**src/rtl/interconnect_link_distributor.sv**
```systemverilog
// Buffered link distributor: places each packet from one local link onto one or
// more interconnect planes (broadcast, round-robin or tag-select), one FIFO per plane.
module interconnect_link_distributor #(
    parameter int NUM_PLANES   = 4,
    parameter int BUFFER_DEPTH = 2,
    parameter int TAG_WIDTH    = 4,
    parameter int DATA_WIDTH   = 8,
    localparam int CW          = $clog2(BUFFER_DEPTH + 1),
    localparam int SW          = $clog2(NUM_PLANES)
) (
    input  logic                                   clk,
    input  logic                                   n_reset,
    input  logic [1:0]                             mode,
    input  logic                                   input_link_req,
    output logic                                   input_link_ack,
    input  logic [TAG_WIDTH-1:0]                   input_link_tag,
    input  logic [DATA_WIDTH-1:0]                  input_link_data,
    output logic [NUM_PLANES-1:0]                  output_interconnect_link_reqs,
    input  logic [NUM_PLANES-1:0]                  output_interconnect_link_acks,
    output logic [NUM_PLANES-1:0][TAG_WIDTH-1:0]   output_interconnect_link_tag_lines,
    output logic [NUM_PLANES-1:0][DATA_WIDTH-1:0]  output_interconnect_link_data_lines,
    output logic [NUM_PLANES-1:0][CW-1:0]          plane_occupancy,
    output logic                                   idle
);

    localparam int PW = (BUFFER_DEPTH > 1) ? $clog2(BUFFER_DEPTH) : 1;
    localparam int EW = TAG_WIDTH + DATA_WIDTH;

    // Every link is valid/ready: a packet moves in a cycle where req && ack.
    // ack never depends on req; req must not depend on ack.

    logic [NUM_PLANES-1:0] space;
    logic [NUM_PLANES-1:0] push;
    logic [NUM_PLANES-1:0] sel;
    logic [SW-1:0]         rr_ptr;
    logic [SW-1:0]         rr_target;
    logic [SW-1:0]         rr_idx;
    logic                  rr_found;
    logic [SW-1:0]         tag_target;
    logic                  ack_mode;
    logic                  xfer;

    function automatic logic [PW-1:0] next_ptr(input logic [PW-1:0] ptr);
        return (ptr == PW'(BUFFER_DEPTH - 1)) ? '0 : ptr + 1'b1;
    endfunction

    // First plane with space, searching upward from rr_ptr with wrap-around.
    always_comb begin
        rr_target = rr_ptr;
        rr_found  = 1'b0;
        rr_idx    = '0;
        for (int i = 0; i < NUM_PLANES; i++) begin
            rr_idx = rr_ptr + SW'(i);
            if (!rr_found && space[rr_idx]) begin
                rr_target = rr_idx;
                rr_found  = 1'b1;
            end
        end
    end

    assign tag_target = input_link_tag[SW-1:0];

    always_comb begin
        ack_mode = 1'b0;
        sel      = '0;
        case (mode)
            2'd1: begin
                ack_mode = |space;
                sel      = NUM_PLANES'(1) << rr_target;
            end
            2'd2: begin
                ack_mode = space[tag_target];
                sel      = NUM_PLANES'(1) << tag_target;
            end
            default: begin
                ack_mode = &space;
                sel      = '1;
            end
        endcase
    end

    assign input_link_ack = n_reset & ack_mode;
    assign xfer           = input_link_req & input_link_ack;
    assign push           = sel & {NUM_PLANES{xfer}};

    always_ff @(posedge clk or negedge n_reset) begin
        if (!n_reset) begin
            rr_ptr <= '0;
        end else if (xfer && (mode == 2'd1)) begin
            rr_ptr <= rr_target + 1'b1;
        end
    end

    for (genvar p = 0; p < NUM_PLANES; p++) begin : g_plane
        logic [CW-1:0] count;
        logic [PW-1:0] rd_ptr;
        logic [PW-1:0] wr_ptr;
        logic [EW-1:0] mem [BUFFER_DEPTH];
        logic          pop;

        // Space comes from the registered count only, so a full FIFO never
        // accepts in the same cycle it pops.
        assign space[p]                         = count < CW'(BUFFER_DEPTH);
        assign output_interconnect_link_reqs[p] = (count != '0);
        assign pop                              = output_interconnect_link_reqs[p]
                                                  & output_interconnect_link_acks[p];
        assign plane_occupancy[p]               = count;
        assign {output_interconnect_link_tag_lines[p], output_interconnect_link_data_lines[p]} =
            output_interconnect_link_reqs[p] ? mem[rd_ptr] : '0;

        always_ff @(posedge clk or negedge n_reset) begin
            if (!n_reset) begin
                count  <= '0;
                rd_ptr <= '0;
                wr_ptr <= '0;
            end else begin
                if (push[p]) wr_ptr <= next_ptr(wr_ptr);
                if (pop)     rd_ptr <= next_ptr(rd_ptr);
                case ({push[p], pop})
                    2'b10:   count <= count + 1'b1;
                    2'b01:   count <= count - 1'b1;
                    default: count <= count;
                endcase
            end
        end

        always_ff @(posedge clk) begin
            if (push[p]) mem[wr_ptr] <= {input_link_tag, input_link_data};
        end
    end

    assign idle = ~|output_interconnect_link_reqs;

endmodule

```
**config.mk**
```make
export PLATFORM = sky130hd
export DESIGN_NAME = interconnect_link_distributor
export DESIGN_NICKNAME = d
export VERILOG_FILES = /design/src/rtl/interconnect_link_distributor.sv
export SDC_FILE = /design/constraint.sdc
export NUM_CORES = 1
export LEC_CHECK = 0
export CAP_MARGIN = 5
export CORE_ASPECT_RATIO = 0.5
export CORE_MARGIN = 4
export CORE_UTILIZATION = 29
export CTS_CLUSTER_SIZE = 12
export DETAILED_ROUTE_END_ITERATION = 7
export PLACE_DENSITY = 0.55
export SYNTH_ARGS = -nofsm -noshare
export SYNTH_HDL_FRONTEND = slang
export SYNTH_SLANG_ARGS = --single-unit
```
**constraint.sdc**
```tcl
create_clock -name clk -period 2.8 [get_ports clk]
set_input_delay 0.7 -clock clk [delete_from_list [all_inputs] [get_ports clk]]
set_output_delay 0.7 -clock clk [all_outputs]
set_load 0.05 [all_outputs]
```
=== Yosys cells after proc, flatten, opt, wreduce, memory -nomap -nowiden ===
Memory sizes are Yosys's and may differ from the RTL's.
Cells that the tools add are included.

* Memory bits (writable): 96
* Output and inout port bits: 62
* Input port bits: 21
* Register bits: 18
* Memories: 4

* Shifts and indexed selects: 2
* Bitwise gates (word level): 7
* Muxes and demuxes: 42
* $lt $le $gt $ge: 9
* Equality and inequality tests: 10
* Reduce and logical (&&, ||, !) cells: 19
* Add/subtract/negate cells: 20

{| class="wikitable"
|+ Memory list
! memory !! words !! width !! read ports !! clocked after Yosys merged registers in !! write ports !! RTL line !! text
|-
| g_plane[0].mem || 2 || 12 || 1 || 0 || 1 || 98 || <nowiki>logic [EW-1:0] mem [BUFFER_DEPTH];</nowiki>
|-
| g_plane[1].mem || 2 || 12 || 1 || 0 || 1 || 98 ||
|-
| g_plane[2].mem || 2 || 12 || 1 || 0 || 1 || 98 ||
|-
| g_plane[3].mem || 2 || 12 || 1 || 0 || 1 || 98 ||
|}

{| class="wikitable"
|+ Operators with widths
! cell !! count
|-
| two-way mux 12 bit || 4
|-
| two-way mux 1 bit || 24
|-
| case mux 2 bit (2 select lines) || 4
|-
| nonzero test 2 bit || 8
|-
| < comparator 2 x 3 -> 1 bit (second input constant) || 5
|-
| adder 2 x 1 -> 2 bit (second input constant) || 6
|-
| binary-select mux 1 bit (select 2 bit) || 5
|-
| equality test 2 x 1 -> 1 bit (second input constant) || 5
|-
| equality test 2 bit (second input constant) || 5
|-
| adder 1 bit (second input constant) || 8
|-
| < comparator 2 bit (second input constant) || 4
|-
| case mux 4 bit (2 select lines) || 1
|-
| OR reduction 4 bit || 2
|-
| << shifter 1 x 2 -> 4 bit (first input constant) || 2
|-
| subtractor 2 x 1 -> 2 bit (second input constant) || 4
|-
| bitwise AND 1 bit || 6
|-
| two-way mux 2 bit || 3
|-
| adder 2 bit (second input constant) || 2
|-
| bitwise AND 4 bit || 1
|-
| logical AND 1 bit || 4
|-
| zero test 1 bit || 4
|-
| AND reduction 4 bit || 1
|-
| case mux 1 bit (2 select lines) || 1
|}

=== Depth between registers and ports, before layout ===
Gate-level depths: netlist of the first run.

* Word-level depth: 18
* Depth in mapped cells: 11

=== Worst setup path before layout of the first run ===
No wires, ideal clock.

* Kind: reg-to-output
* From: reg g_plane[1].count[1]
* To: out idle
* Arrival: 2.915 ns
* Path slack: -0.815 ns
* Cell stages (with the launch flop): 5
* Data required time: 2.100 ns
* Cell sequence: dfrtp_1 clkbuf_1 nor2_1 inv_1 nor4_1

* Cells in the longest elaborated chain, start to end: 3

{| class="wikitable"
|+ RTL lines
! what !! RTL line !! text
|-
| from (decl) || 95 || <nowiki>logic [CW-1:0] count;</nowiki>
|-
| from (signal assigned) || 120 || <nowiki>2'b10: count <= count + 1'b1;</nowiki>
|-
| from (signal assigned) || 121 || <nowiki>2'b01: count <= count - 1'b1;</nowiki>
|-
| from (signal assigned) || 122 || <nowiki>default: count <= count;</nowiki>
|-
| nonzero test 2 bit || 104 || <nowiki>assign output_interconnect_link_reqs[p] = (count != '0);</nowiki>
|-
| via output_interconnect_link_reqs[1] || 18 || <nowiki>output logic [NUM_PLANES-1:0] output_interconnect_link_reqs,</nowiki>
|-
| OR reduction 4 bit || 132 || <nowiki>assign idle = ~|output_interconnect_link_reqs;</nowiki>
|-
| zero test 1 bit || 132 ||
|-
| to (decl) || 23 || <nowiki>output logic idle</nowiki>
|}

The timed path passes the listed nets, and every way through them passes these cells.

=== Worst setup path after layout of the first run ===
* From: in input_link_tag[1]
* To: out input_link_ack

* Cells in the longest elaborated chain, start to end: 4

{| class="wikitable"
|+ RTL lines
! what !! RTL line !! text
|-
| from (decl) || 16 || <nowiki>input logic [TAG_WIDTH-1:0] input_link_tag,</nowiki>
|-
| binary-select mux 1 bit (select 2 bit) || 72 || <nowiki>ack_mode = space[tag_target];</nowiki>
|-
| two-way mux 1 bit (not written as such) || 72 ||
|-
| case mux 1 bit (2 select lines) || 66 || <nowiki>case (mode)</nowiki>
|-
| bitwise AND 1 bit || 82 || <nowiki>assign input_link_ack = n_reset & ack_mode;</nowiki>
|-
| to (decl) || 15 || <nowiki>output logic input_link_ack,</nowiki>
|}

No other way between the ends. The select of a mux whose other input is x is not followed.

==> flow_metrics.tcl, run 1 <==
set metrics [dict create \
    ctsRootBufferMaster "clkbuf_16" \
    worst-path-buf-inv 3 \
    drc 0 \
    worstSetupEndpointType "primary output" \
    cts_max_level 4 \
    routed_wl_um 10900 \
    grt_pass1_vias 3033 \
    post-route-period-util_pct 98.4 \
    hold_viol_final 0 \
    postSynthAreaPerCell_sq_um 14.6 \
    num-nets-final 479 \
    cts_tree "done" \
    crit_family "multiplexers" \
    die_w_um 190 \
    setup.worst_path.class "input port to primary output" \
    multi_input_area_sq_um 1430 \
    dieArea_sq_um 18800 \
    drtIter0Drc 163 \
    cp-start-kind "input port" \
    rows 32 \
    vias 2905 \
    routed_via_density 4.23 \
    yosys_register_bits 114 \
    die_h_um 98.9 \
    regArea_sq_um 3330 \
    syn_to_final_growth_pct 40.1 \
    slowest_stage "mux4_2" \
    hold_path_class "register to register" \
    ir_worst_vdd_mv 0.493 \
    drive_gt1_share_pct 30.8 \
    syn_nets 356 \
    clk_pin_slew_ps 50 \
    p_leak_nw 2.66 \
    antenna_found_initial 0 \
    muxShareOfSynthArea_pct 11.2 \
    status "finished clean" \
    antenna_cells 0 \
    ys_warn_count 0 \
    yosys.area_share.simple_pct 8.64 \
    fmax_ghz 0.363 \
    drv_cap 0 \
    grt_usage_pct 12.2 \
    synth_compound_area_share_pct 2.97 \
    synthCells 329 \
    layout_min_cycle_time_ps 2760 \
    core_sq_um 15800 \
    finalMaxSlewViolations 0 \
    crit_required_ps 2100 \
    drtPass1Iterations 4 \
    ys.flop_type "edfxtp_1" \
    power_mw 8.26 \
    synth_top_family_by_area "multiplexers" \
    crit_fanout 2 \
    yosys.area_share.adder_pct 1.57 \
    antenna_left 0 \
    setup_viol 0 \
    clk_path_buf_depth 2 \
    synth_xor_area_share_pct 3.65 \
    path_cells "dlygate4sd2_1 > mux4_2 > o21ba_4 > nor2_2 > buf_4 > buf_12" \
    overflow 0 \
    worst_slew_margin_rel_pct 60.1 \
    numCtsBuffers 17 \
    yosysUniqueCellTypes 38 \
    max_stage_delay_ps 520 \
    rsz0062_at_grt "false" \
    initial_core_util_pct 30.3 \
    port_buffers 82 \
    gp_congestion 0.720 \
    insertion_delay_ps 410 \
    fin_ws_ps 44.5 \
    post_drt_wl_per_cell_um 16.0 \
    synth-edff-count 96 \
    grt_max_degree 19 \
    tightest_slew_ps 599 \
    finClkSkew_ps 6.46 \
    dp_hpwl_um 7780 \
    fill_cells 1461 \
    ioPinCount 83 \
    grt_pass1_wl_um 17000 \
    place_ws_ps -363 \
    synth_seq_area_share_pct 69.5 \
    synthArstFlopShare_pct 15.8 \
    cts_sinks 114 \
    cp.arrival_ps 2060 \
    power_density_nw_per_um2 1230 \
    syn_area_sq_um 4800 \
]
[sequential cells by signal, summed over array words and instances, names as in the netlist]
signal	flops
g_plane.count	8
g_plane.mem	96
g_plane.rd_ptr	4
g_plane.wr_ptr	4
rr_ptr	2
[cell type report]
| cell class | count | share of cell area, % |
|---|---|---|
| clock inverter | 15 | 2.01 |
| sequential | 114 | 49.6 |
| clock buffer | 17 | 6.33 |
| timing repair buffer | 122 | 16.1 |
| multi-input combinational | 187 | 21.2 |
| inverter | 10 | 0.559 |
| tap | 221 | 4.12 |
[power by group]
| group | switching (mW) | total, mW | internal (mW) | leakage (nW) |
|---|---|---|---|---|
| clock | 0.784 | 2.01 | 1.23 | 0.274 |
| sequential | 0.251 | 2.29 | 2.04 | 1.08 |
| combinational | 2.59 | 3.96 | 1.37 | 1.31 |
| total | 3.62 | 8.26 | 4.64 | 2.66 |
[timing repair]
action	4_1_cts	5_1_grt
resized for setup	8	1
endpoints found under the setup margin	1	1
hold buffers	0	0
pin swaps	2	0
setup buffers	1	0
[cell families after synthesis]
logic type	count (synthesis)
flip-flops	114
XOR/XNOR	20
AO/OA/AOI/OAI	18
AND/OR/NAND/NOR	91
multiplexers	52
buffers and inverters	28
adder cells (fa/ha/maj)	6
[layout by cell type, fill, tap and decap left out, types with 2 or more instances in the layout]
cell type        count
edfxtp_1            96
buf_4               86
nor2_1              61
mux2i_1             49
clkdlybuf4s50_1     24
dfrtp_1             18
clkbuf_16           17
xnor2_1             11
inv_1                9
xor2_1               9
buf_12               8
nor2b_1              6
ha_1                 5
nand2_1              4
nor2_4               4
inv_6                4
clkinv_2             4
clkinv_4             4
o21a_1               3
a21oi_1              3
nand4_1              3
dlygate4sd2_1        3
and3_1               2
o31ai_1              2
nor3b_4              2
o211ai_2             2
mux2_1               2
clkinvlp_4           2
[metal layers]
layer | vias to the layer above | track usage (%) | routed length [um]
met2 | 42 | 20.3 | 5380
li1 | 1435 | - | -
met5 | - | 0 | 0
met1 | 1415 | 15.1 | 4950
met4 | 0 | 4.72 | 166
met3 | 13 | 3.57 | 443
[Yosys cell counts (2+ instances only)]
library cell / n / share of area (%)
nor2_1: 66 / 5.2
xnor2_1: 11 / 2.0
and3_1: 2 / 0.26
a21oi_1: 3 / 0.31
buf_1: 5 / 0.39
clkbuf_1: 10 / 0.78
mux2i_1: 49 / 10
nor2b_1: 6 / 0.78
o21a_1: 3 / 0.47
buf_4: 2 / 0.31
o31ai_1: 2 / 0.31
xor2_1: 9 / 1.6
edfxtp_1: 96 / 60
inv_1: 10 / 0.78
ha_1: 6 / 1.6
nor3b_1: 3 / 0.47
dfrtp_1: 18 / 9.4
o211ai_2: 2 / 0.52
nand4_1: 3 / 0.39
nand2_1: 4 / 0.31
mux2_1: 2 / 0.47
[metrics by stage]
stage / utilization, % / setup TNS (ps) / cells / instance area, sq um / hold slack (ps)
floorplan: - / -4500 / 329 / 4860 / 404
global placement: 38.8 / -31940 / 653 / 6130 / 482
detailed placement: 38.8 / -33650 / 653 / 6130 / 492
CTS: 42.5 / 0 / 686 / 6720 / 502
global route: 42.5 / 0 / 686 / 6720 / 516
finish: 42.5 / 0 / 686 / 6720 / 498
[path summary, 6_finish.rpt]
check                                     from                  end  slack (ps)  cells after the start
hold / removal               g_plane[3].wr_ptr    g_plane[3].wr_ptr         500                      1
hold reg to reg              g_plane[3].wr_ptr    g_plane[3].wr_ptr         500                      1
setup reg to reg           g_plane[2].count[1]  g_plane[2].count[1]         420                      8
min in group asynchronous              n_reset            rr_ptr[0]         690                      2
max in group asynchronous              n_reset    g_plane[2].rd_ptr        1890                      2
setup / recovery             input_link_tag[1]       input_link_ack          40                      6
No activity file was read; power rests on OpenSTA's default activity.
==> run 2, diff against run 1 <==
--- a/config.mk
+++ b/config.mk
@@ -5,6 +5,7 @@
 export SDC_FILE = /design/constraint.sdc
 export NUM_CORES = 1
 export LEC_CHECK = 0
+export ABC_CLOCK_PERIOD_IN_PS = 2800
 export CAP_MARGIN = 5
 export CORE_ASPECT_RATIO = 0.5
 export CORE_MARGIN = 4
==> results of run 2 <==
Same layout as run 1: the final DEF is identical, and so are final timing and power.
==> run 3, diff against run 2 <==
==> constraint.sdc (replaced) <==
create_clock -name clk -period 2.8 [get_ports clk]
set_input_delay 0.28 -clock clk [delete_from_list [all_inputs] [get_ports clk]]
set_output_delay 0.28 -clock clk [all_outputs]
set_load 0.05 [all_outputs]
==> flow_metrics.tcl, run 3 (synthesized netlist as in run 1, its figures left out) <==
set metrics [dict create \
    rows 32 \
    setup.worst_path.class "register to primary output" \
    ioPinCount 83 \
    r2r_end "g_plane[0].count[1]" \
    vias 2899 \
    drc 0 \
    largest_reg_flops 96 \
    num-nets-final 467 \
    dp_hpwl_um 7500 \
    clk_pin_slew_ps 60 \
    syn_to_final_growth_pct 41.4 \
    ir_worst_vdd_mv 0.487 \
    insertion_delay_ps 410 \
    port_buffers 82 \
    fin_ws_ps 169 \
    grt_pass1_wl_um 16600 \
    worst_slew_margin_rel_pct 59.9 \
    worstSetupEndpointType "primary output" \
    cp.arrival_ps 2350 \
    final_cell_mix "edfxtp_1 (96), clkdlybuf4s50_1 (80), nor2_1 (61), mux2i_1 (49), buf_4 (22)" \
    cp-start-kind "register" \
    post_cts_resized 2 \
    top_regs "g_plane.mem: 96 flops, g_plane.count: 8 flops" \
    grt_pass1_vias 2866 \
    place_ws_ps -12.0 \
    fill_cells 1439 \
    final_common_cell "edfxtp_1" \
    cts_tree "done" \
    drv_cap 0 \
    antenna_found_initial 0 \
    antenna_cells 0 \
    finClkSkew_ps 10.8 \
    drtIter0Drc 213 \
    crit_fanout 14 \
    fmax_ghz 0.380 \
    gp_congestion 0.778 \
    cts_max_level 4 \
    setup_viol 0 \
    grt_max_degree 19 \
    regMostFlops "g_plane.mem" \
    power_density_nw_per_um2 1260 \
    crit_required_ps 2520 \
    layout_min_cycle_time_ps 2630 \
    antenna_left 0 \
    die_w_um 190 \
    post-route-period-util_pct 94.0 \
    grt_usage_pct 12.0 \
    hold_path_class "input port to asynchronous set/reset pin" \
    routed_wl_um 10900 \
    cts_sinks 114 \
    rr_worst_depth 8 \
    setup_tns_ps 0 \
    rsz0062_at_grt "false" \
    post_cts_buffers 0 \
    hold_viol_final 0 \
    clk_path_buf_depth 2 \
    hold_buffers 0 \
    tightest_slew_ps 600 \
    routed_via_density 4.30 \
    r2r-start "g_plane[2].count[1]" \
    post_drt_wl_per_cell_um 16.1 \
    p_leak_nw 2.56 \
    drtPass1Iterations 4 \
    overflow 0 \
    status "finished clean" \
    die_h_um 98.9 \
    numCtsBuffers 17 \
    ctsRootBufferMaster "clkbuf_16" \
    finalMaxSlewViolations 0 \
    rrSetupSlack_ps 280 \
    core_sq_um 15800 \
    drive_gt1_share_pct 16.6 \
    dieArea_sq_um 18800 \
    initial_core_util_pct 30.3 \
]
-- run 3: cell types whose count changed in the layout (fill, tap and decap cells not counted), sizes merged --
cell,change
dlymetal6s2s,-1
clkbuf,+1
inv,-2
clkdlybuf4s50,+56
clkinvlp,-2
bufinv,+3
dlygate4sd2,-3
buf,-64
-- run 3: worst max path at each step --
| stage | start | endpoint | slack, ps | cells after the start |
|---|---|---|---|---|
| after global routing | g_plane[2].count[1] | g_plane[1].count[1] | 10 | 8 |
| final | g_plane[1].count[1] | output_interconnect_link_reqs[1] | 170 | 3 |
| after detailed placement | input_link_tag[1] | g_plane[0].count[1] | -10 | 9 |
| after floorplan | g_plane[0].count[1] | g_plane[1].mem[1][0] | -160 | 6 |
| after CTS | g_plane[2].count[1] | output_interconnect_link_tag_lines[9] | 20 | 3 |
| after global placement | input_link_tag[1] | g_plane[0].count[1] | 40 | 9 |
-- run 3: metal layers --
layer	share of wire [%]	vias up	wire, um	track usage [%]
met5	0	-	0	0
met4	1.4	0	152	5.50
met3	4.2	16	456	3.08
met2	50	47	5410	19.1
met1	45	1422	4850	15.5
li1	-	1414	-	-
-- run 3: critical path: stages, from the launching register on --
cell and delay, ps:
dfrtp_1 480, nor2_2 510, inv_1 200, clkdlybuf4s50_1 750
-- run 3: area by class of cell --
type,instances,area [sq um],area share (%)
sequential,114,3330,49.1
multi-input combinational,187,1380,20.3
timing repair buffer,110,1130,16.6
clock buffer,18,429,6.33
tap,221,277,4.08
clock inverter,14,204,3.01
inverter,10,37.5,0.553
-- run 3: per-stage QoR --
step                      utilization, %  total power [mW]  cells  hold WS, ps  area [sq um]
after floorplan                        -              4.98    329        -15.6          4820
after global placement              38.8              6.30    642          475          6140
after detailed placement            38.8              6.32    642          480          6140
after CTS                           42.8              8.63    674          299          6780
after global routing                42.9              8.94    674          302          6780
final                               42.9              8.55    674          285          6780
-- run 3: power by group --
part	total (mW)	switching, mW	internal [mW]	leakage [nW]
combinational	4.00	2.58	1.42	1.17
clock	2.28	0.784	1.50	0.309
sequential	2.26	0.221	2.04	1.08
